## config.mk

```make
export PLATFORM = sky130hd
export DESIGN_NAME = pipe_hazard_ctrl_flat
export DESIGN_NICKNAME = d
export VERILOG_FILES = /design/src/rtl/pipe_hazard_ctrl_pkg.sv /design/src/rtl/pipe_hazard_ctrl_if.sv /design/src/rtl/pipe_hazard_ctrl_hazard_detect.sv /design/src/rtl/pipe_hazard_ctrl.sv /design/src/flat_wrapper.sv
export SDC_FILE = /design/constraint.sdc
export NUM_CORES = 1
export LEC_CHECK = 0
export ABC_AREA = 1
export CORE_MARGIN = 4
export CORE_UTILIZATION = 31
export DETAILED_ROUTE_END_ITERATION = 10
export MAX_ROUTING_LAYER = met4
export PLACE_DENSITY = 0.75
export REMOVE_ABC_BUFFERS = 1
export SKIP_LAST_GASP = 1
export SLEW_MARGIN = 20
export SYNTH_ARGS = -nofsm -noshare
export SYNTH_HDL_FRONTEND = slang
export SYNTH_SLANG_ARGS = --single-unit
```

## constraint.sdc

```tcl
create_clock -name clk_i -period 1.3 [get_ports clk_i]
set_input_delay 0.26 -clock clk_i [delete_from_list [all_inputs] [get_ports clk_i]]
set_output_delay 0.26 -clock clk_i [all_outputs]
set_load 0.05 [all_outputs]
```

## src/rtl/pipe_hazard_ctrl_pkg.sv

```systemverilog
// Shared types and constants for the pipeline hazard controller.
package pipe_ctrl_pkg;

    typedef enum logic [0:0] {
        RUN   = 1'b0,
        MULTI = 1'b1
    } state_e;

    typedef struct packed {
        logic stall;
        logic flush;
    } stage_ctl_t;

    localparam int unsigned MULTI_LAT_MIN = 2;
    localparam int unsigned MULTI_LAT_MAX = 16;

    function automatic bit multi_lat_legal(input int unsigned lat);
        return (lat >= MULTI_LAT_MIN) && (lat <= MULTI_LAT_MAX);
    endfunction

endpackage

```

## src/rtl/pipe_hazard_ctrl_if.sv

```systemverilog
// Pipeline-side hazard inputs and per-stage control outputs of pipe_hazard_ctrl.
interface pipe_hazard_ctrl_if #(
    parameter int unsigned REG_W = 5
);
    logic [REG_W-1:0] id_rs_i;
    logic [REG_W-1:0] id_rt_i;
    logic             id_uses_rt_i;
    logic             ex_memread_i;
    logic [REG_W-1:0] ex_rt_i;
    logic             ex_branch_taken_i;
    logic             ex_multi_i;
    logic             mem_wait_i;

    logic pc_write_o;
    logic ifid_stall_o;
    logic ifid_flush_o;
    logic idex_stall_o;
    logic idex_flush_o;
    logic exmem_stall_o;
    logic exmem_flush_o;
    logic memwb_stall_o;
    logic memwb_flush_o;
    logic busy_o;

    // master: the pipeline, which reports hazards and obeys the controls
    modport master (
        output id_rs_i, id_rt_i, id_uses_rt_i, ex_memread_i, ex_rt_i,
               ex_branch_taken_i, ex_multi_i, mem_wait_i,
        input  pc_write_o, ifid_stall_o, ifid_flush_o, idex_stall_o, idex_flush_o,
               exmem_stall_o, exmem_flush_o, memwb_stall_o, memwb_flush_o, busy_o
    );

    // slave: the hazard controller
    modport slave (
        input  id_rs_i, id_rt_i, id_uses_rt_i, ex_memread_i, ex_rt_i,
               ex_branch_taken_i, ex_multi_i, mem_wait_i,
        output pc_write_o, ifid_stall_o, ifid_flush_o, idex_stall_o, idex_flush_o,
               exmem_stall_o, exmem_flush_o, memwb_stall_o, memwb_flush_o, busy_o
    );

endinterface

```

## src/rtl/pipe_hazard_ctrl_hazard_detect.sv

```systemverilog
// Load-use hazard comparator: a load in EX writes a register the ID instruction reads.
module hazard_detect #(
    parameter int unsigned REG_W = 5
) (
    input  logic             ex_memread,
    input  logic [REG_W-1:0] ex_rt,
    input  logic [REG_W-1:0] id_rs,
    input  logic [REG_W-1:0] id_rt,
    input  logic             id_uses_rt,
    output logic             luh
);

    // register 0 is hardwired zero, so a load targeting it never creates a dependency
    always_comb begin
        luh = ex_memread && (ex_rt != '0) &&
              ((ex_rt == id_rs) || (id_uses_rt && (ex_rt == id_rt)));
    end

endmodule

```

## src/rtl/pipe_hazard_ctrl.sv

```systemverilog
// Pipeline hazard/sequencing controller: per-stage stall/flush and PC write enable.
// Optional performance counters are built when PIPE_HAZARD_CTRL_PERF_EN is defined.
module pipe_hazard_ctrl
    import pipe_ctrl_pkg::*;
#(
    parameter int unsigned MULTI_LAT = 4,
    parameter int unsigned REG_W     = 5
) (
    input  logic              clk_i,
    input  logic              rst_i,
    pipe_hazard_ctrl_if.slave bus
`ifdef PIPE_HAZARD_CTRL_PERF_EN
    ,
    output logic [31:0]       stall_cnt_o,
    output logic [31:0]       flush_cnt_o
`endif
);

    localparam int unsigned CNT_W = $clog2(MULTI_LAT);
    localparam logic [CNT_W-1:0] CNT_INIT = CNT_W'(MULTI_LAT - 2);

    state_e           state_q;
    logic [CNT_W-1:0] cnt_q;
    logic             in_multi;
    logic             cnt_nz;
    logic             luh;
    logic             ms;
    logic             br;
    logic             pc_write;
    stage_ctl_t       ifid, idex, exmem, memwb;

    hazard_detect #(
        .REG_W(REG_W)
    ) u_hazard_detect (
        .ex_memread (bus.ex_memread_i),
        .ex_rt      (bus.ex_rt_i),
        .id_rs      (bus.id_rs_i),
        .id_rt      (bus.id_rt_i),
        .id_uses_rt (bus.id_uses_rt_i),
        .luh        (luh)
    );

    always_comb begin
        in_multi = (state_q == MULTI);
        cnt_nz   = (cnt_q != '0);
        ms       = (!in_multi && bus.ex_multi_i) || (in_multi && cnt_nz);
        // the branch in EX is frozen behind a multi-cycle op, so it only counts in RUN
        br       = bus.ex_branch_taken_i && !in_multi;
    end

    always_comb begin
        pc_write = 1'b0;
        ifid     = '0;
        idex     = '0;
        exmem    = '0;
        memwb    = '0;
        if (rst_i) begin
            if (bus.mem_wait_i) begin
                ifid.stall  = 1'b1;
                idex.stall  = 1'b1;
                exmem.stall = 1'b1;
                memwb.flush = 1'b1;
            end else if (br) begin
                pc_write   = 1'b1;
                ifid.flush = 1'b1;
                idex.flush = 1'b1;
            end else if (ms) begin
                ifid.stall  = 1'b1;
                idex.stall  = 1'b1;
                exmem.flush = 1'b1;
            end else if (luh) begin
                ifid.stall = 1'b1;
                idex.flush = 1'b1;
            end else begin
                pc_write = 1'b1;
            end
        end
    end

    always_comb begin
        bus.pc_write_o    = pc_write;
        bus.ifid_stall_o  = ifid.stall;
        bus.ifid_flush_o  = ifid.flush;
        bus.idex_stall_o  = idex.stall;
        bus.idex_flush_o  = idex.flush;
        bus.exmem_stall_o = exmem.stall;
        bus.exmem_flush_o = exmem.flush;
        bus.memwb_stall_o = memwb.stall;
        bus.memwb_flush_o = memwb.flush;
        bus.busy_o        = rst_i && in_multi;
    end

    // The RUN cycle that sees ex_multi_i is the first EX cycle, so MULTI counts
    // MULTI_LAT-2 more stall cycles and then spends one release cycle.
    always_ff @(posedge clk_i or negedge rst_i) begin
        if (!rst_i) begin
            state_q <= RUN;
            cnt_q   <= '0;
        end else if (!bus.mem_wait_i) begin
            case (state_q)
                RUN: begin
                    if (bus.ex_multi_i && !bus.ex_branch_taken_i) begin
                        state_q <= MULTI;
                        cnt_q   <= CNT_INIT;
                    end
                end
                MULTI: begin
                    if (cnt_nz) begin
                        cnt_q <= cnt_q - CNT_W'(1);
                    end else begin
                        state_q <= RUN;
                    end
                end
                default: state_q <= RUN;
            endcase
        end
    end

`ifdef PIPE_HAZARD_CTRL_PERF_EN
    always_ff @(posedge clk_i or negedge rst_i) begin
        if (!rst_i) begin
            stall_cnt_o <= '0;
            flush_cnt_o <= '0;
        end else begin
            if (!pc_write) begin
                stall_cnt_o <= stall_cnt_o + 32'd1;
            end
            if (ifid.flush) begin
                flush_cnt_o <= flush_cnt_o + 32'd1;
            end
        end
    end
`endif

endmodule

```

## src/flat_wrapper.sv

```systemverilog
// flat-port wrapper written by rule: the top's interface ports become plain ports
module pipe_hazard_ctrl_flat import pipe_ctrl_pkg::*;
#(
    parameter int unsigned MULTI_LAT = 4,
    parameter int unsigned REG_W     = 5
)
  (clk_i, rst_i, bus_id_rs_i, bus_id_rt_i, bus_id_uses_rt_i, bus_ex_memread_i, bus_ex_rt_i, bus_ex_branch_taken_i, bus_ex_multi_i, bus_mem_wait_i, bus_pc_write_o, bus_ifid_stall_o, bus_ifid_flush_o, bus_idex_stall_o, bus_idex_flush_o, bus_exmem_stall_o, bus_exmem_flush_o, bus_memwb_stall_o, bus_memwb_flush_o, bus_busy_o);
  pipe_hazard_ctrl_if #(.REG_W(REG_W)) bus_i ();
  input  logic clk_i;
  input  logic rst_i;
  input wire logic [$bits(bus_i.id_rs_i)-1:0] bus_id_rs_i;
  input wire logic [$bits(bus_i.id_rt_i)-1:0] bus_id_rt_i;
  input wire logic [$bits(bus_i.id_uses_rt_i)-1:0] bus_id_uses_rt_i;
  input wire logic [$bits(bus_i.ex_memread_i)-1:0] bus_ex_memread_i;
  input wire logic [$bits(bus_i.ex_rt_i)-1:0] bus_ex_rt_i;
  input wire logic [$bits(bus_i.ex_branch_taken_i)-1:0] bus_ex_branch_taken_i;
  input wire logic [$bits(bus_i.ex_multi_i)-1:0] bus_ex_multi_i;
  input wire logic [$bits(bus_i.mem_wait_i)-1:0] bus_mem_wait_i;
  output wire logic [$bits(bus_i.pc_write_o)-1:0] bus_pc_write_o;
  output wire logic [$bits(bus_i.ifid_stall_o)-1:0] bus_ifid_stall_o;
  output wire logic [$bits(bus_i.ifid_flush_o)-1:0] bus_ifid_flush_o;
  output wire logic [$bits(bus_i.idex_stall_o)-1:0] bus_idex_stall_o;
  output wire logic [$bits(bus_i.idex_flush_o)-1:0] bus_idex_flush_o;
  output wire logic [$bits(bus_i.exmem_stall_o)-1:0] bus_exmem_stall_o;
  output wire logic [$bits(bus_i.exmem_flush_o)-1:0] bus_exmem_flush_o;
  output wire logic [$bits(bus_i.memwb_stall_o)-1:0] bus_memwb_stall_o;
  output wire logic [$bits(bus_i.memwb_flush_o)-1:0] bus_memwb_flush_o;
  output wire logic [$bits(bus_i.busy_o)-1:0] bus_busy_o;
  assign bus_i.id_rs_i = bus_id_rs_i;
  assign bus_i.id_rt_i = bus_id_rt_i;
  assign bus_i.id_uses_rt_i = bus_id_uses_rt_i;
  assign bus_i.ex_memread_i = bus_ex_memread_i;
  assign bus_i.ex_rt_i = bus_ex_rt_i;
  assign bus_i.ex_branch_taken_i = bus_ex_branch_taken_i;
  assign bus_i.ex_multi_i = bus_ex_multi_i;
  assign bus_i.mem_wait_i = bus_mem_wait_i;
  assign bus_pc_write_o = bus_i.pc_write_o;
  assign bus_ifid_stall_o = bus_i.ifid_stall_o;
  assign bus_ifid_flush_o = bus_i.ifid_flush_o;
  assign bus_idex_stall_o = bus_i.idex_stall_o;
  assign bus_idex_flush_o = bus_i.idex_flush_o;
  assign bus_exmem_stall_o = bus_i.exmem_stall_o;
  assign bus_exmem_flush_o = bus_i.exmem_flush_o;
  assign bus_memwb_stall_o = bus_i.memwb_stall_o;
  assign bus_memwb_flush_o = bus_i.memwb_flush_o;
  assign bus_busy_o = bus_i.busy_o;
  pipe_hazard_ctrl #(.MULTI_LAT(MULTI_LAT), .REG_W(REG_W)) u_core (.clk_i(clk_i), .rst_i(rst_i), .bus(bus_i));
endmodule
```

# Word level (Yosys, flattened, before mapping)
# Cells that the tools add are included.
word_totals:
  regBits: 3
  input_bits: 22
op_classes:
  addsub: 1
  muxes: 29
  n_bitwise: 2
  reduce_logical: 15
  eq_ne: 4
op_table:
  columns: ["operator", "count"]
  rows:
  - ["$mux 1", 22]
  - ["$eq 5x5->1", 2]
  - ["$mux 2", 5]
  - ["$logic_and 1x1->1", 8]
  - ["$reduce_bool 5->1", 1]
  - ["$pmux 2 s2", 1]
  - ["$reduce_and 3->1", 1]
  - ["$logic_not 1->1", 2]
  - ["$logic_or 1x1->1", 2]
  - ["$ne 2x1->1 const B", 1]
  - ["$ne 2x2->1 const B", 1]
  - ["$not 1->1", 2]
  - ["$pmux 1 s2", 1]
  - ["$reduce_bool 2->1", 1]
  - ["$sub 2x1->2 const B", 1]

# Logic depth before layout (Yosys ltp)
# Gate-level depths: netlist of run 1.
depth:
  word_depth: 9
  ltp_mapped: 10

# Cells and area by module
# From an unflattened synthesis of run 1, not the netlist that was laid out.
hier_totals:
  cells_unflattened: 92
  area_unflattened_um2: 478.0
modules_own_cells:
  columns: ["module", "instances", "area_each_um2", "cells_each"]
  rows:
  - ["pipe_hazard_ctrl", 1, 271.5, 40]
  - ["hazard_detect", 1, 206.4, 52]

# Worst setup path before layout of run 1
# OpenSTA, ideal clock, no wires.
synth_timing:
  path_kind: "register -> output"
  start: "register u_core.cnt_q[0]"
  end: "output port bus_idex_stall_o"
  path_buffers: 0
  slack_ns: -0.966
  stages_incl_launch_ff: 7
  arrival_ns: 2.006
  cell_sequence: "dfrtp_1 -> inv_1 -> ha_1 -> or2_1 -> o21ai_2 -> nand2_1 -> o21ai_0"
synth_via:
  elab_chain_cells: 7
synth_rtl:
  columns: ["element", "line", "source"]
  rows:
  - ["from (decl)", "pipe_hazard_ctrl.sv:23", "logic [CNT_W-1:0] cnt_q;"]
  - ["from (signal assigned)", "pipe_hazard_ctrl.sv:109", "cnt_q <= cnt_q - CNT_W'(1);"]
  - ["$reduce_bool 2->1", "pipe_hazard_ctrl.sv:45", "cnt_nz = (cnt_q != '0);"]
  - ["$logic_and 1x1->1", "pipe_hazard_ctrl.sv:46", "ms = (!in_multi && bus.ex_multi_i) || (in_multi && cnt_nz);"]
  - ["$logic_or 1x1->1", "pipe_hazard_ctrl.sv:46", null]
  - ["$mux 1", "pipe_hazard_ctrl.sv:67", "end else if (ms) begin"]
  - ["$mux 1", "pipe_hazard_ctrl.sv:63", "end else if (br) begin"]
  - ["$mux 1", "pipe_hazard_ctrl.sv:58", "if (bus.mem_wait_i) begin"]
  - ["$mux 2", "pipe_hazard_ctrl.sv:57", "if (rst_i) begin"]
  - ["to (decl)", "flat_wrapper.sv:22", "output wire logic [$bits(bus_i.idex_stall_o)-1:0] bus_idex_stall_o;"]
# No other way between the ends.

# Final worst setup path of run 1
# Ends and elaborated chain as after synthesis.

==> out/results.ini, run 1 <==
[status]
outcome = finished, violations left
violations = negative setup slack

[drt]
drt_iter0_markers = 13
dr.pass1.iters = 4
routed_wirelength_mm = 2.02
drcViolationCount = 0
vias = 758
wl_per_cell_um = 12.7
ant_nets = 0
via_per_inst = 4.77

[synthesis]
synth_area_per_cell_um2 = 5.02
synth_top_area_share_pct = 28.2
synth.area.top_cells = nand2_1 (28%), inv_1 (19%), dfrtp_1 (16%), nor2_1 (8.0%), o21ai_0 (4.3%)
yosys_warnings = 0
synthesis.instances = 93
yosysUniqueCellTypes = 18
synth_area_leader_cell = nand2_1
ys_seq_area_share_pct = 16.1
syn_area_um2 = 467
synth_seq_cells = 3

[pwr]
internal_power_mw = 0.696
swShare_pct = 42.2
ir_worst_vdd_mv = 0.762
sequentialPowerShare_pct = 12.1
p_leak_nw = 0.637
powerDensity_mw_per_mm2 = 1070
comb_power_share_pct = 74.4
p_clk_share_pct = 13.5
switching_power_mw = 0.508

[sta]
finClkSkew_ns = 0.00872
layout_min_cycle_time_ns = 1.93
hold_violations = 0
fin_ws_ns = -0.631
fin_crit_sh_pct = 149
timing.fmax_mhz = 518
hold_slack_ns = 0.0827
finalSetupViolCount = 8
drv_slew = 0
rsz0062_at_grt = yes

[placed_design]
placed_cells = 146
hpwl_mm = 1.37
gp_congestion = 0.702
numPortBuffers = 30

[clocking]
cts_buffers = 3
cts_tree = yes
cts_max_path_buffers = 2
clkTransAtPathRegs_ns = 0.04
h-tree-depth = 1
ctsRootBufferMaster = clkbuf_4
clock_sinks = 3
clkLatencyLatePin_ns = 0.23
ctsHoldBuffers = 0

[critical_path]
crit_chain = inv_2 -> ha_2 -> or2_1 -> o21ai_2 -> buf_4 -> nand2_2 -> o21ai_2 -> buf_4 -> buf_12
cp-startpoint = u_core.cnt_q[0]$_DFFE_PN0P_
worstPathRequired_ns = 1.04
ff2ff_path_depth = 10
r2r_end = u_core.cnt_q[1]$_DFFE_PN0P_
cp-start-kind = register
cp_slowest_stage_delay_ns = 0.34
critPathTopFamily = buffers and inverters
reg2reg_from = u_core.cnt_q[0]$_DFFE_PN0P_
r2r_slack_ns = -0.20
crit_path_top_delay_cell = dfrtp_1
cp-end-kind = primary output
critPathMaxFanout = 2
path_buf_inv = 4
criticalPathCategory = register to primary output
critPathArrivalTime_ns = 1.67

[layout]
antenna_cells = 0
drive_gt1_share_pct = 40.3
layout_common_cells = nand2_1 (31), inv_1 (15), dlygate4sd2_1 (15), buf_4 (15), buf_12 (10)
area_growth_pct = 142
nets = 168
layout_commonest_cell = nand2_1
fin_cells = 159

[die]
dieArea_mm2 = 0.00219
die_height_um = 46.8
die_x_um = 46.8
initial_core_util_pct = 34.2
num_rows = 13
core_area_mm2 = 0.00137
io-pin-count = 32

[grt]
grt_use_total_pct = 19.3
grt_max_degree = 7
grt_pass1_wl_mm = 2.90
grt_pass1_vias = 717
antenna_found_initial = 0
grt_overflow_total = 0

[flow_run]
cap_violations = 0

[hold_path]
hp-class = primary input to asynchronous set/reset pin

==> flip-flops by register name, summed over array words and instances (netlist names) <==
name,flops
u_core.cnt_q,2
u_core.in_multi,1
==> cell usage after synthesis <==
cell type  number
a21oi_1         2
o21ai_0         4
nand2_1        35
o22ai_1         1
or2_1           1
conb_1          1
nand3_2         1
a31oi_1         1
ha_1            1
inv_1          24
dfrtp_1         3
nand3_1         3
o21ai_2         1
buf_4           2
nand4_1         1
xnor2_1         1
clkinv_1        1
nor2_1         10
==> layer usage <==
layer,wire [um],vias to the layer above,global-route usage (%)
met3,88,6,4.21
li1,-,372,-
met2,1130,27,33.1
met4,61,0,12.2
met1,742,353,19.6
met5,0,-,-
==> area by class of cell <==
cell class                      instances  area, um2
Clock buffer                            4       26.3
Tap cell                               15       18.8
Timing Repair Buffer                   49        543
Inverter                               25       96.3
Multi-Input combinational cell         63        368
Fill cell                              92        239
Sequential cell                         3       75.1
==> worst register-to-register path: stages, from the launching register on <==
cell     delay [ns]
dfrtp_1        0.34
inv_2          0.04
ha_2           0.17
or2_1          0.21
o21ai_2        0.08
buf_4          0.15
buf_6          0.09
nand3_4        0.08
inv_4          0.09
nor2_2         0.03
a31oi_1        0.13
==> worst max-delay path by stage <==
| stage | end | slack (ns) | cells after the start |
|---|---|---|---|
| 2_1_floorplan | bus_idex_stall_o | -0.97 | 6 |
| 3_3_place_gp | bus_ifid_stall_o | -0.74 | 12 |
| 3_5_place_dp | bus_ifid_stall_o | -0.82 | 12 |
| 4_1_cts | bus_ifid_stall_o | -0.62 | 9 |
| 5_1_grt | bus_idex_stall_o | -0.71 | 9 |
| 6_report | bus_idex_stall_o | -0.63 | 9 |
==> cells by family (layout without fill, tap and decap cells) <==
logic type | count (synthesis) | count (layout) | synth area share, %
xor gates and xnor gates | 1 | 1 | 1.88
adders and majority gates | 1 | 1 | 2.68
other | 1 | 1 | 0.804
and+or+nand+nor | 51 | 51 | 44.2
DFF | 3 | 3 | 16.1
buffers and inverters | 27 | 78 | 23.3
AOI/OAI and AO/OA | 9 | 9 | 11.0
==> through the flow <==
stage	util (%)	setup TNS (ns)	power, mW	cell area (um2)	setup slack [ns]
after global routing	82.5	-4.44	1.27	1130	-0.709
final	82.5	-3.69	1.20	1130	-0.631
after global placement	68.5	-4.04	0.753	936	-0.739
after CTS	75.5	-3.47	1.05	1030	-0.619
after detailed placement	68.5	-4.43	0.781	936	-0.819
after floorplan	-	-3.58	0.427	452	-0.966
==> power groups by stage <==
| stage | Clock [mW] | Sequential (mW) | Combinational [mW] |
|---|---|---|---|
| floorplan | 0 | 0.143 | 0.285 |
| global placement | 0 | 0.139 | 0.614 |
| detailed placement | 0 | 0.144 | 0.637 |
| CTS | 0.169 | 0.146 | 0.734 |
| global route | 0.181 | 0.147 | 0.944 |
| finish | 0.163 | 0.145 | 0.896 |
==> repair_timing <==
| action | in CTS | in global routing |
|---|---|---|
| buffers inserted | 8 | 5 |
| pin swaps | 14 | 4 |
| resized for setup | 37 | 19 |
| setup endpoints to repair | 12 | 12 |
(Power assumes the default switching activity.)
==> run 2, diff against run 1 <==
--- a/config.mk
+++ b/config.mk
@@ -7,10 +7,10 @@
 export LEC_CHECK = 0
 export ABC_AREA = 1
 export CORE_MARGIN = 4
-export CORE_UTILIZATION = 31
+export CORE_UTILIZATION = 30
 export DETAILED_ROUTE_END_ITERATION = 10
 export MAX_ROUTING_LAYER = met4
-export PLACE_DENSITY = 0.75
+export PLACE_DENSITY = 0.73
 export REMOVE_ABC_BUFFERS = 1
 export SKIP_LAST_GASP = 1
 export SLEW_MARGIN = 20
==> run 2 against run 1 <==
  * The flow still finishes with violations (negative setup slack)
  * Via count is 7.4% lower
  * Utilization is 3.1 points lower
  * Register-to-register slack worse by 0.17 ns
  * Final area is 2.6% lower
  * Setup slack better by 0.077 ns
  * Critical endpoint is now bus_pc_write_o
  * Clock skew is 0.0037 ns lower
==> out/results.ini, run 2 (synthesized netlist as in run 1, its figures left out) <==
[sta]
drv_slew = 0  ; unchanged
rsz0062_at_grt = yes  ; unchanged
fin_ws_ns = -0.553  ; was -0.631 ns
hold_slack_ns = 0.0837  ; was 0.0827 ns
hold_violations = 0  ; unchanged
layout_min_cycle_time_ns = 1.85  ; was 1.93 ns
fin_crit_sh_pct = 143  ; was 149%
finalSetupViolCount = 9  ; was 8
timing.fmax_mhz = 540  ; was 518 MHz
finClkSkew_ns = 0.00499  ; was 0.00872 ns

[clocking]
h-tree-depth = 1  ; unchanged
cts_max_path_buffers = 2  ; unchanged
cts_tree = yes  ; unchanged
clock_sinks = 3  ; unchanged
cts_buffers = 3  ; unchanged
clkTransAtPathRegs_ns = 0.04  ; about the same
clkLatencyLatePin_ns = 0.23  ; about the same
ctsHoldBuffers = 0  ; unchanged
ctsRootBufferMaster = clkbuf_4  ; unchanged

[critical_path]
cp-start-kind = primary input  ; was register
worstPathRequired_ns = 1.04  ; about the same
critPathMaxFanout = 2  ; unchanged
critPathArrivalTime_ns = 1.59  ; was 1.67 ns
cp-end-kind = primary output  ; unchanged
r2r_slack_ns = -0.37  ; was -0.20 ns
criticalPathCategory = primary input to primary output  ; was register to primary output

[die]
die_height_um = 47.4  ; was 46.8 um
initial_core_util_pct = 33.8  ; was 34.2%
dieArea_mm2 = 0.00225  ; was 0.00219 mm2
io-pin-count = 32  ; unchanged
num_rows = 13  ; unchanged
die_x_um = 47.4  ; was 46.8 um
core_area_mm2 = 0.00138  ; was 0.00137 mm2

[placed_design]
dpl-instance-area_um2 = 936  ; unchanged
hpwl_mm = 1.22  ; was 1.37 mm
numPortBuffers = 30  ; unchanged
dp_worst_setup_slack_ns = -0.758  ; was -0.819 ns
gp_congestion = 0.724  ; was 0.702

[pwr]
p_leak_nw = 0.612  ; was 0.637 nW
powerDensity_mw_per_mm2 = 1050  ; was 1070 mW/mm2
ir_worst_vdd_mv = 0.813  ; was 0.762 mV

[drt]
ant_nets = 0  ; unchanged
drcViolationCount = 0  ; unchanged
wl_per_cell_um = 10.7  ; was 12.7 um
vias = 702  ; was 758
drt_iter0_markers = 13  ; unchanged
dr.pass1.iters = 3  ; was 4
via_per_inst = 4.50  ; was 4.77
routed_wirelength_mm = 1.67  ; was 2.02 mm

[flow_run]
cap_violations = 0  ; unchanged

[layout]
drive_gt1_share_pct = 38.3  ; was 40.3%
largest_reg_flops = 2  ; unchanged
antenna_cells = 0  ; unchanged
final_design_area_no_fill_mm2 = 0.00110  ; was 0.00113 mm2
layout_commonest_cell = nand2_1  ; unchanged
n_fill_cell = 90  ; was 92
layout_common_cells = nand2_1 (29), inv_1 (15), dlygate4sd2_1 (15), buf_4 (12)  ; was nand2_1 (31), inv_1 (15), dlygate4sd2_1 (15), buf_4 (15), buf_12 (10)
area_growth_pct = 135  ; was 142%
nets = 165  ; was 168
largest_register = u_core.cnt_q  ; unchanged

[hold_path]
hp-class = primary input to asynchronous set/reset pin  ; unchanged

[grt]
grt_use_total_pct = 16.1  ; was 19.3%
grt_pass1_vias = 634  ; was 717
antenna_found_initial = 0  ; unchanged
grt_max_degree = 7  ; unchanged
grt_overflow_total = 0  ; unchanged
grt_pass1_wl_mm = 2.49  ; was 2.90 mm

[status]
outcome = finished, violations left  ; unchanged
violations = negative setup slack  ; unchanged

## run 2: changes by cell type in the layout (fill, tap and decap cells not counted), sizes merged
cell and delta:
buf -3, clkdlybuf4s50 +1, dlymetal6s2s -1
## run 2: what timing repair did
action	in CTS	in global routing
resized for setup	37	18
buffers inserted	6	4
cloned	0	0
pin swaps	10	4
setup endpoints to repair	12	12
## run 2: metrics by stage
| step | setup TNS [ns] | power, mW | std cells | utilization, % |
|---|---|---|---|---|
| after global routing | -4.71 | 1.24 | 156 | 79.5 |
| after global placement | -4.06 | 0.755 | 146 | 67.7 |
| after CTS | -3.52 | 1.04 | 155 | 74.2 |
| after floorplan | -3.58 | 0.427 | 91 | - |
| final | -3.84 | 1.15 | 156 | 79.5 |
| after detailed placement | -4.29 | 0.768 | 146 | 67.7 |
## run 2: routing by layer
| metal | wire length, um | track usage, % |
|---|---|---|
| met1 | 729 | 17.6 |
| met3 | 49 | 3.76 |
| met5 | 0 | - |
| met4 | 38 | 8.29 |
| met2 | 852 | 26.7 |
## run 2: path summary, 6_finish.rpt
kind,startpoint,end,cells past startpoint
hold reg to reg,u_core.in_multi$_DFFE_PN0N_,u_core.cnt_q[1]$_DFFE_PN0P_,2
hold / removal,rst_i,u_core.in_multi$_DFFE_PN0N_,2
setup reg to reg,u_core.cnt_q[1]$_DFFE_PN0P_,u_core.cnt_q[1]$_DFFE_PN0P_,12
setup / recovery,bus_id_rt_i[0],bus_pc_write_o,10
max in group asynchronous,rst_i,u_core.cnt_q[1]$_DFFE_PN0P_,2
min in group clk_i,u_core.in_multi$_DFFE_PN0N_,u_core.cnt_q[1]$_DFFE_PN0P_,2
## run 2: critical path, stage by stage
cell and delay (ns):
clkdlybuf4s50_1 0.49, nand2_1 0.06, nand2_1 0.06, nor2_1 0.04, nand3_1 0.07, nand2_1 0.05, nand2_1 0.08, nand2_2 0.07
a21oi_1 0.22, buf_12 0.17
## run 2: final cells by class
cell class,count,area (um2),area share [%]
sequential,3,75.1,6.83
multi-input combinational,63,373,33.9
timing repair buffer,46,509,46.4
tap,15,18.8,1.71
inverter,25,96.3,8.77
clock buffer,4,26.3,2.39
## run 2: where the power goes
group | switching [mW] | leakage (nW) | internal, mW
Sequential | 0.0162 | 0.0357 | 0.125
Combinational | 0.418 | 0.562 | 0.427
Clock | 0.0476 | 0.0150 | 0.115
